### src/rtl/operate_sequencer.sv
// LC-3 operate-instruction sequencer: accepts ADD/AND/NOT words, drives the
// ALU onto the bus, writes DR back and tracks the NZP condition codes.
module operate_sequencer #(
  parameter logic [2:0] NZP_RST  = 3'b010,
  parameter bit         ERR_HOLD = 1'b0
) (
  input  logic        clk,
  input  logic        reset,
  input  logic        instr_valid,
  output logic        instr_ready,
  input  logic [15:0] instr,
  input  logic        abort,
  output logic [2:0]  ir_11_9,
  output logic [2:0]  ir_8_6,
  output logic [2:0]  ir_2_0,
  output logic        ir_5,
  output logic [4:0]  ir_4_0,
  output logic [1:0]  sr1mux,
  output logic [1:0]  drmux,
  output logic [1:0]  aluk,
  output logic        gate_alu,
  output logic        ld_reg,
  input  logic [15:0] alu_bus,
  output logic [2:0]  nzp,
  output logic        done,
  output logic        illegal
);

  typedef enum logic [2:0] {
    S_IDLE,
    S_DECODE,
    S_EXEC,
    S_DONE,
    S_ERR
  } state_t;

  state_t      r_state;
  logic [15:0] r_ir;
  logic [1:0]  r_aluk;
  logic [2:0]  r_nzp;
  logic        r_gate;
  logic        r_ld;
  logic        r_done;
  logic        r_illegal;
  logic        r_ready;

  logic [3:0]  w_in_op;
  logic [3:0]  w_ir_op;
  logic [1:0]  w_in_aluk;
  logic        w_ir_legal;
  logic [2:0]  w_nzp;

  assign w_in_op = instr[15:12];
  assign w_ir_op = r_ir[15:12];

  // aluk is decoded from the incoming word so it is stable through DECODE
  always_comb begin
    w_in_aluk = 2'b11;
    unique case (1'b1)
      (w_in_op == 4'b0001): w_in_aluk = 2'b00;
      (w_in_op == 4'b0101): w_in_aluk = 2'b01;
      (w_in_op == 4'b1001): w_in_aluk = 2'b10;
      default:              w_in_aluk = 2'b11;
    endcase
  end

  assign w_ir_legal = (w_ir_op == 4'b0001) ||
                      (w_ir_op == 4'b0101) ||
                      (w_ir_op == 4'b1001);

  always_comb begin
    w_nzp = 3'b001;
    unique case (1'b1)
      alu_bus[15]:         w_nzp = 3'b100;
      (alu_bus == 16'h0):  w_nzp = 3'b010;
      default:             w_nzp = 3'b001;
    endcase
  end

  always_ff @(posedge clk or negedge reset) begin
    if (!reset) begin
      r_state   <= S_IDLE;
      r_ir      <= 16'h0;
      r_aluk    <= 2'b11;
      r_nzp     <= NZP_RST;
      r_gate    <= 1'b0;
      r_ld      <= 1'b0;
      r_done    <= 1'b0;
      r_illegal <= 1'b0;
      r_ready   <= 1'b1;
    end else begin
      r_gate    <= 1'b0;
      r_ld      <= 1'b0;
      r_done    <= 1'b0;
      r_illegal <= 1'b0;
      unique case (r_state)
        S_IDLE: begin
          if (instr_valid) begin
            r_ir    <= instr;
            r_aluk  <= w_in_aluk;
            r_ready <= 1'b0;
            r_state <= S_DECODE;
          end
        end
        S_DECODE: begin
          if (abort) begin
            r_aluk  <= 2'b11;
            r_ready <= 1'b1;
            r_state <= S_IDLE;
          end else if (w_ir_legal) begin
            r_gate  <= 1'b1;
            r_ld    <= 1'b1;
            r_state <= S_EXEC;
          end else begin
            r_illegal <= 1'b1;
            r_state   <= S_ERR;
          end
        end
        S_EXEC: begin
          r_nzp   <= w_nzp;
          r_aluk  <= 2'b11;
          r_done  <= 1'b1;
          r_state <= S_DONE;
        end
        S_DONE: begin
          r_ready <= 1'b1;
          r_state <= S_IDLE;
        end
        S_ERR: begin
          if (!(ERR_HOLD && instr_valid)) begin
            r_ready <= 1'b1;
            r_state <= S_IDLE;
          end
        end
        default: begin
          r_ready <= 1'b1;
          r_state <= S_IDLE;
        end
      endcase
    end
  end

  assign instr_ready = r_ready;
  assign ir_11_9     = r_ir[11:9];
  assign ir_8_6      = r_ir[8:6];
  assign ir_2_0      = r_ir[2:0];
  assign ir_5        = r_ir[5];
  assign ir_4_0      = r_ir[4:0];
  assign sr1mux      = 2'b01;
  assign drmux       = 2'b00;
  assign aluk        = r_aluk;
  assign gate_alu    = r_gate;
  assign ld_reg      = r_ld;
  assign nzp         = r_nzp;
  assign done        = r_done;
  assign illegal     = r_illegal;

endmodule
### config.mk
export PLATFORM = sky130hd
export DESIGN_NAME = operate_sequencer
export DESIGN_NICKNAME = d
export VERILOG_FILES = /design/src/rtl/operate_sequencer.sv
export SDC_FILE = /design/constraint.sdc
export NUM_CORES = 1
export LEC_CHECK = 0
export CORE_ASPECT_RATIO = 1.5
export CORE_MARGIN = 3
export CORE_UTILIZATION = 30
export DETAILED_ROUTE_END_ITERATION = 10
export GPL_ROUTABILITY_DRIVEN = 0
export SLEW_MARGIN = 20
export SYNTH_ARGS = -nofsm -noshare
export SYNTH_HDL_FRONTEND = slang
export SYNTH_SLANG_ARGS = --single-unit
export TNS_END_PERCENT = 5
### constraint.sdc
create_clock -name clk -period 1.35 [get_ports clk]
set_input_delay 0.135 -clock clk [delete_from_list [all_inputs] [get_ports clk]]
set_output_delay 0.135 -clock clk [all_outputs]
set_load 0.01 [all_outputs]
### Yosys cells after proc, flatten, opt, wreduce, memory -nomap -nowiden

Index checks and enable logic that the tools add are counted.
W data, S select, Z words.

| cells by class | value |
|---|---|
| eq/ne operators | 10 |
| muxes and demuxes | 19 |
| bitwise operators | 1 |
| reductions and logical operators | 8 |

Operators with widths:

| operator | count |
|---|---|
| $logic_not A16 Y1 | 1 |
| $pmux W2 S3 | 2 |
| $mux W1 | 9 |
| $mux W3 | 3 |
| $pmux W3 S3 | 1 |
| $eq A4 B1 Y1 const B | 2 |
| $eq A4 B3 Y1 const B | 2 |
| $eq A4 B4 Y1 const B | 2 |
| $pmux W3 S2 | 1 |
| $reduce_and A3 Y1 | 2 |
| $mux W2 | 2 |
| $ne A2 B2 Y1 const B | 2 |
| $eq A3 B1 Y1 const B | 1 |
| $eq A3 B2 Y1 const B | 1 |
| $logic_not A3 Y1 | 1 |
| $pmux W1 S3 | 1 |
| $reduce_bool A3 Y1 | 1 |
| $logic_or A1 B1 Y1 | 2 |
| $reduce_and A2 Y1 | 1 |
| $not A1 Y1 | 1 |

| word-level totals | value |
|---|---|
| register bits after elaboration | 28 |
| output and inout bits | 29 |
| logic and storage cells | 46 |

### Logic depth before layout (Yosys ltp)

Gate-level depths: netlist of run 1.

| depth | value |
|---|---|
| word-level depth | 6 |
| mapped depth | 5 |

### Worst setup path after synthesis of run 1

Ideal clock, no wire load.

| path | value |
|---|---|
| path kind | register to register |
| start point | register r_state[1] |
| end point | register r_ir[0] |
| setup time | 0.125 ns |
| arrival | 1.372 ns |
| data required time | 1.225 ns |
| slack | -0.147 ns |
| stages on the path, launching flop included | 6 |
| buffers on the path | 2 |
| cell sequence | dfrtp_1 > buf_6 > nand2b_4 > nor3_4 > buf_12 > mux2_4 |

| on the way | value |
|---|---|
| cells in the longest elaborated chain, start to end | 2 |

Ends and longest elaborated chain:

| what | line | RTL |
|---|---|---|
| from (decl) | 37 | `state_t r_state;` |
| from (signal assigned) | 82 | `r_state <= S_IDLE;` |
| from (signal assigned) | 102 | `r_state <= S_DECODE;` |
| from (signal assigned) | 109 | `r_state <= S_IDLE;` |
| $logic_not A3 Y1 | 96 | `unique case (r_state)` |
| $reduce_and A2 Y1 (no source line) | - |  |
| to (signal assigned) | 99 | `r_ir <= instr;` |
| to (decl) | 38 | `logic [15:0] r_ir;` |

No other way between the ends.
A chain may end at the register's enable or synchronous reset.

### Final worst setup path of run 1

| path | value |
|---|---|
| start point | register r_state[1] |
| end point | register r_ir[15] |

The elaborated chain is that of the path after synthesis.

==> results of run 1 <==
==> synthesized netlist by cell type, drive strengths merged, types with 2 or more instances <==
cell type,count
nor4,4
a21oi,2
nand2b,2
dfstp,4
conb,2
nor3,2
buf,24
nor3b,5
nand2,2
dfrtp,24
mux2,19
o21ai,3
nor2,2
and3b,2
==> layer usage <==
layer  vias to the layer above  part of all wire [%]  GRT usage [%]
li1                        452                     -              -
met4                         0                   1.4           3.72
met3                         4                   9.4           2.01
met1                       465                    39           13.0
met5                         -                     0              0
met2                        42                    50           18.0
==> worst max path at each step <==
stage / endpoint / startpoint / slack (ns) / depth (start not counted)
floorplan: r_ir[0] / r_state[1] / -0.15 / 5
global placement: r_ir[5] / instr_valid / -0.20 / 5
detailed placement: r_ir[3] / instr_valid / -0.22 / 5
CTS: r_ir[15] / r_state[1] / -0.05 / 4
global route: r_ir[6] / r_state[1] / -0.07 / 4
finish: r_ir[15] / r_state[1] / -0.04 / 4
==> power by group through the flow <==
stage	clock (W)	combinational, W	sequential (W)
2_1_floorplan	0	0.00145	0.00149
3_3_place_gp	0	0.00207	0.00152
3_5_place_dp	0	0.00211	0.00154
4_1_cts	0.000665	0.00209	0.00152
5_1_grt	0.000715	0.00220	0.00157
6_report	0.000649	0.00205	0.00151
==> cells by family after synthesis <==
group | after synthesis | synth area share [%]
multiplexers | 19 | 18.1
other | 2 | 0.533
XOR/XNOR | 1 | 0.622
AO/OA/AOI/OAI | 9 | 3.91
AND/OR/NAND/NOR | 24 | 12.4
buffers and inverters | 25 | 14.3
flip-flops | 28 | 50.1
==> critical path: cells and delay by family (launching register included) <==
family	cells	cell delay (ns)
DFF	1	0.43
muxes	1	0.34
and+or+nand+nor	2	0.32
buffers and inverters	1	0.19
==> final cells by class <==
cell class / instances / share of cell area (%)
Timing Repair Buffer: 70 / 34.3
Sequential cell: 28 / 33.4
Multi-Input combinational cell: 57 / 25.0
Tap cell: 62 / 3.68
Clock buffer: 3 / 1.96
Clock inverter: 1 / 1.42
Inverter: 1 / 0.178
==> per-stage QoR <==
step / total power (W) / cell area (sq um) / hold WS (ns)
floorplan: 0.00294 / 1420 / -0.161
global placement: 0.00360 / 2000 / 0.470
detailed placement: 0.00365 / 2000 / 0.490
CTS: 0.00427 / 2070 / 0.220
global route: 0.00448 / 2110 / 0.225
finish: 0.00420 / 2110 / 0.213
==> repair_timing <==
item	4_1_cts	5_1_grt
pin swaps	0	0
endpoints found under the setup margin	24	33
endpoints found under the hold margin	0	0
resized for setup	6	16
==> metrics, run 1 <==
I/O pin cnt=65; number of H-tree levels=1; vias in the first global route=1064; clock transition at the registers of the reported paths=0.09 ns; Initial DRC Count=13; max reg flops=16; std cell rows=29; Yosys top cell area share=42.6%; WL final=2790 um; Crit path largest cell delay=0.43 ns; clock power share=15.4%; Sw Share=29.2%; VDD IR max=888 uV; Req. time, crit path=1.51 ns; commonest non-fill, non-tap cells in the layout=clkdlybuf4s50_1 (43), dfrtp_1 (24), mux2_4 (13); Fin Clk Skew=0.00393 ns; Synth area leader=dfrtp_1; P_sw=0.00123 W; dpl cells=218; endpoint class of the critical path=register; worst slack, placed=-0.221 ns; fillcell total=404; Flop pwr share=35.8%; Post-synth ARST share=100%; startpoint class of the critical path=register; R2R cell count=4; achievable frequency=718 MHz; final setup fails=16; Clk Latency, worst-skew pair=0.27 ns; CTS Sinks=28; critical path class=reg -> reg; Nets=197; area of the multi-input gates=528 sq um; hold bufs inserted after CTS=0; Combinational Power Share=48.7%; CP max stage cell=dfrtp_1; All-Layer GR Usage=10.7%; number of remaining DRC errors=0; fin crit period=1.39 ns; core area=4390 sq um; setup ws final=-0.0426 ns; CTS tree=yes; post-CTS setup buffers=0; Area contributors post-synth=dfrtp_1 (43%), mux2_4 (12%), buf_4 (11%), dfstp_2 (7.5%), mux2_2 (6.4%); Die Width=62.0 um; register bit count reported by yosys=28; Post-Synthesis Cells=108; register area share after synthesis=50.1%; TritonCTS buffer count=3; Clock Tree Buf Depth=2; Leakage=0.993 nW; EDFF count, synth=0; Hold Fails Final Rpt=0; number of max-cap violations=0; Synth cell types=31; Final TNS setup=-0.209 ns; Synth Warn #=0; routed len/inst=12.6 um; initial antenna violation count=0; Reg2Reg Setup Slack=-0.04 ns; worst-path fanout max=16; Syn Area/Cell=13.0 sq um; Arr. time, crit path=1.55 ns; RSZ-0062 raised after global routing=yes; drt pass-1 iters=4; Pint=0.00298 W; Worst R2R Start=r_state[1]; initial core utilization=32.1%; Largest Register=r_ir; # diodes=0; Hold Path Class=in -> async; commonest non-fill, non-tap cell in the layout=clkdlybuf4s50_1; Synth Flop Type=dfrtp_1; status=finished with violations; IO Port Bufs=60; largest net degree at the start of global routing=29; DIE AREA=5570 sq um; fin util=48.1%; period utilisation layout=103%; clock root buffer master=clkbuf_8; final max-slew violation count=0; cells along the critical path=nand2b_4, nor3_4, buf_12, mux2_2; areal power density over the cells=1990 nW/um^2; cell area after technology mapping=1410 sq um; vias per inst=4.34; hpwl dp=2240 um; FF/Latch Area=706 sq um; via count=963; Die Ht=89.9 um; antenna viol nets, final=0; failing checks=negative setup slack; grt ovf=0; fin cells=222; area grow syn2layout=49.8%; RR Endpoint=r_ir[15]; share of cells above drive strength 1=26.3%; first-pass GRT wire length=4670 um
(Power assumes the default switching activity.)
==> inputs of run 2 (changes only) <==
--- a/config.mk
+++ b/config.mk
@@ -10,6 +10,7 @@
 export CORE_UTILIZATION = 30
 export DETAILED_ROUTE_END_ITERATION = 10
 export GPL_ROUTABILITY_DRIVEN = 0
+export HOLD_SLACK_MARGIN = 0.08
 export SLEW_MARGIN = 20
 export SYNTH_ARGS = -nofsm -noshare
 export SYNTH_HDL_FRONTEND = slang
==> results of run 2 <==
Final layout, timing and power as in run 1 (identical DEF).
==> inputs of run 3 (changes only) <==
==> constraint.sdc (replaced) <==
create_clock -name clk -period 1.5 [get_ports clk]
set_input_delay 0.15 -clock clk [delete_from_list [all_inputs] [get_ports clk]]
set_output_delay 0.15 -clock clk [all_outputs]
set_load 0.01 [all_outputs]
==> metrics, run 3 (synthesis results as in run 1) <==
status=completed (was finished with violations); Req. time, crit path=1.66 ns (was 1.51 ns); top sig layer=met4 (unchanged); RR Endpoint=nzp[2] (was r_ir[15]); DIE AREA=5570 sq um (unchanged); Clock Tree Buf Depth=2 (unchanged); Clk Latency, worst-skew pair=0.27 ns (about the same); final max-slew violation count=0 (unchanged); Flop pwr share=36.7% (was 35.8%); Combinational Power Share=47.7% (was 48.7%); Worst R2R Start=r_state[0] (was r_state[1]); via count=957 (was 963); period utilisation layout=93.9% (was 103%); fillcell total=414 (was 404); startpoint class of the critical path=register (unchanged); Hold Path Class=in -> async (unchanged); setup ws final=0.0920 ns (was -0.0426 ns); routed len/inst=12.9 um (was 12.6 um); areal power density over the cells=1850 nW/um^2 (was 1990 nW/um^2); Arr. time, crit path=1.57 ns (was 1.55 ns); Nets=194 (was 197); Sw Share=29.1% (was 29.2%); core area=4390 sq um (unchanged); I/O pin cnt=65 (unchanged); WL final=2820 um (was 2790 um); number of H-tree levels=1 (unchanged); largest net degree at the start of global routing=29 (unchanged); area of the multi-input gates=509 sq um (was 528 sq um); hold bufs inserted after CTS=0 (unchanged); final setup fails=0 (was 16); post-cts resize count=4 (was 6); Hold Fails Final Rpt=0 (unchanged); critical path class=reg -> reg (unchanged); antenna viol nets, final=0 (unchanged); Power, Total=0.00375 W (was 0.00420 W); FF/Latch Area=706 sq um (unchanged); TritonCTS buffer count=3 (unchanged); R2R cell count=2 (was 4); commonest non-fill, non-tap cell in the layout=clkdlybuf4s50_1 (unchanged); All-Layer GR Usage=11.0% (was 10.7%); met1 wire length=1050 um (was 1090 um); clock transition at the registers of the reported paths=0.09 ns (about the same); wire length on met2=1440 um (was 1390 um); Fin Clk Skew=0.00275 ns (was 0.00393 ns); endpoint class of the critical path=register (unchanged); post-CTS setup buffers=0 (unchanged); area grow syn2layout=44.0% (was 49.8%); number of remaining DRC errors=0 (unchanged); vias in the first global route=1066 (was 1064); P_sw=0.00109 W (was 0.00123 W); drt pass-1 iters=2 (was 4); commonest non-fill, non-tap cells in the layout=clkdlybuf4s50_1 (56), dfrtp_1 (24), mux2_4 (11) (was clkdlybuf4s50_1 (43), dfrtp_1 (24), mux2_4 (13)); Leakage=0.848 nW (was 0.993 nW); Die Ht=89.9 um (unchanged); std cell rows=29 (unchanged); initial core utilization=32.1% (unchanged); # diodes=0 (unchanged); achievable frequency=710 MHz (was 718 MHz); fin crit period=1.41 ns (was 1.39 ns); vias per inst=4.37 (was 4.34); grt ovf=0 (unchanged); clock root buffer master=clkbuf_8 (unchanged); RSZ-0062 raised after global routing=no (was yes); CTS tree=yes (unchanged); worst-path fanout max=9 (was 16); worst slack, placed=-0.0752 ns (was -0.221 ns); Pint=0.00266 W (was 0.00298 W); hpwl dp=2210 um (was 2240 um); IO Port Bufs=60 (unchanged); Reg2Reg Setup Slack=0.09 ns (was -0.04 ns); Initial DRC Count=14 (was 13); first-pass GRT wire length=4800 um (was 4670 um); max reg flops=16 (unchanged); share of cells above drive strength 1=22.9% (was 26.3%); clock power share=15.6% (was 15.4%); VDD IR max=881 uV (was 888 uV); Largest Register=r_ir (unchanged); met3 WL=278 um (was 262 um); Die Width=62.0 um (unchanged); CTS Sinks=28 (unchanged); initial antenna violation count=0 (unchanged); number of max-cap violations=0 (unchanged)
-- run 3: changes by cell type in the layout (fill, tap and decap cells not counted), sizes merged --
cell,previous run,this run
buf,10,7
dlymetal6s2s,12,0
clkdlybuf4s50,43,56
dlygate4sd2,5,4
-- run 3: cell type report --
type | instances | area share [%]
sequential | 28 | 34.8
timing repair buffer | 67 | 32.6
multi-input combinational | 57 | 25.1
tap | 62 | 3.82
clock buffer | 3 | 2.04
clock inverter | 1 | 1.48
inverter | 1 | 0.185
-- run 3: worst max path at each step --
stage	start	endpoint	slack, ns	depth (start not counted)
finish	r_state[0]	nzp[2]	0.09	2
global route	r_state[0]	aluk[0]	0.02	4
CTS	r_state[0]	nzp[2]	0.09	2
detailed placement	instr_valid	r_ir[6]	-0.08	5
global placement	instr_valid	r_ir[4]	-0.07	5
floorplan	r_state[1]	r_ir[0]	0.003	5
-- run 3: power groups by stage --
stage,Clock [W],Combinational (W),Sequential (W)
2_1_floorplan,0,0.00130,0.00135
3_3_place_gp,0,0.00181,0.00138
3_5_place_dp,0,0.00184,0.00140
4_1_cts,0.000603,0.00182,0.00139
5_1_grt,0.000640,0.00194,0.00144
6_report,0.000584,0.00179,0.00138
-- run 3: worst max-delay path: stages (launching register included) --
cell	delay (ns)
dfrtp_1	0.49
or3b_1	0.48
mux2_4	0.32
-- run 3: stage by stage --
stage | hold WS (ns) | TNS, ns | std cells | instance area (sq um) | utilization [%]
after floorplan | -0.146 | 0 | 110 | 1420 | -
after global placement | 0.470 | -0.849 | 215 | 1960 | 44.7
after detailed placement | 0.482 | -0.849 | 215 | 1960 | 44.7
after CTS | 0.257 | 0 | 219 | 2030 | 46.2
after global routing | 0.274 | 0 | 219 | 2030 | 46.2
final | 0.249 | 0 | 219 | 2030 | 46.2
-- run 3: routing by layer --
metal,vias to the layer above,track usage (%)
li1,449,-
met1,462,13.1
met2,42,18.4
met3,4,2.29
met4,0,4.25
met5,-,0
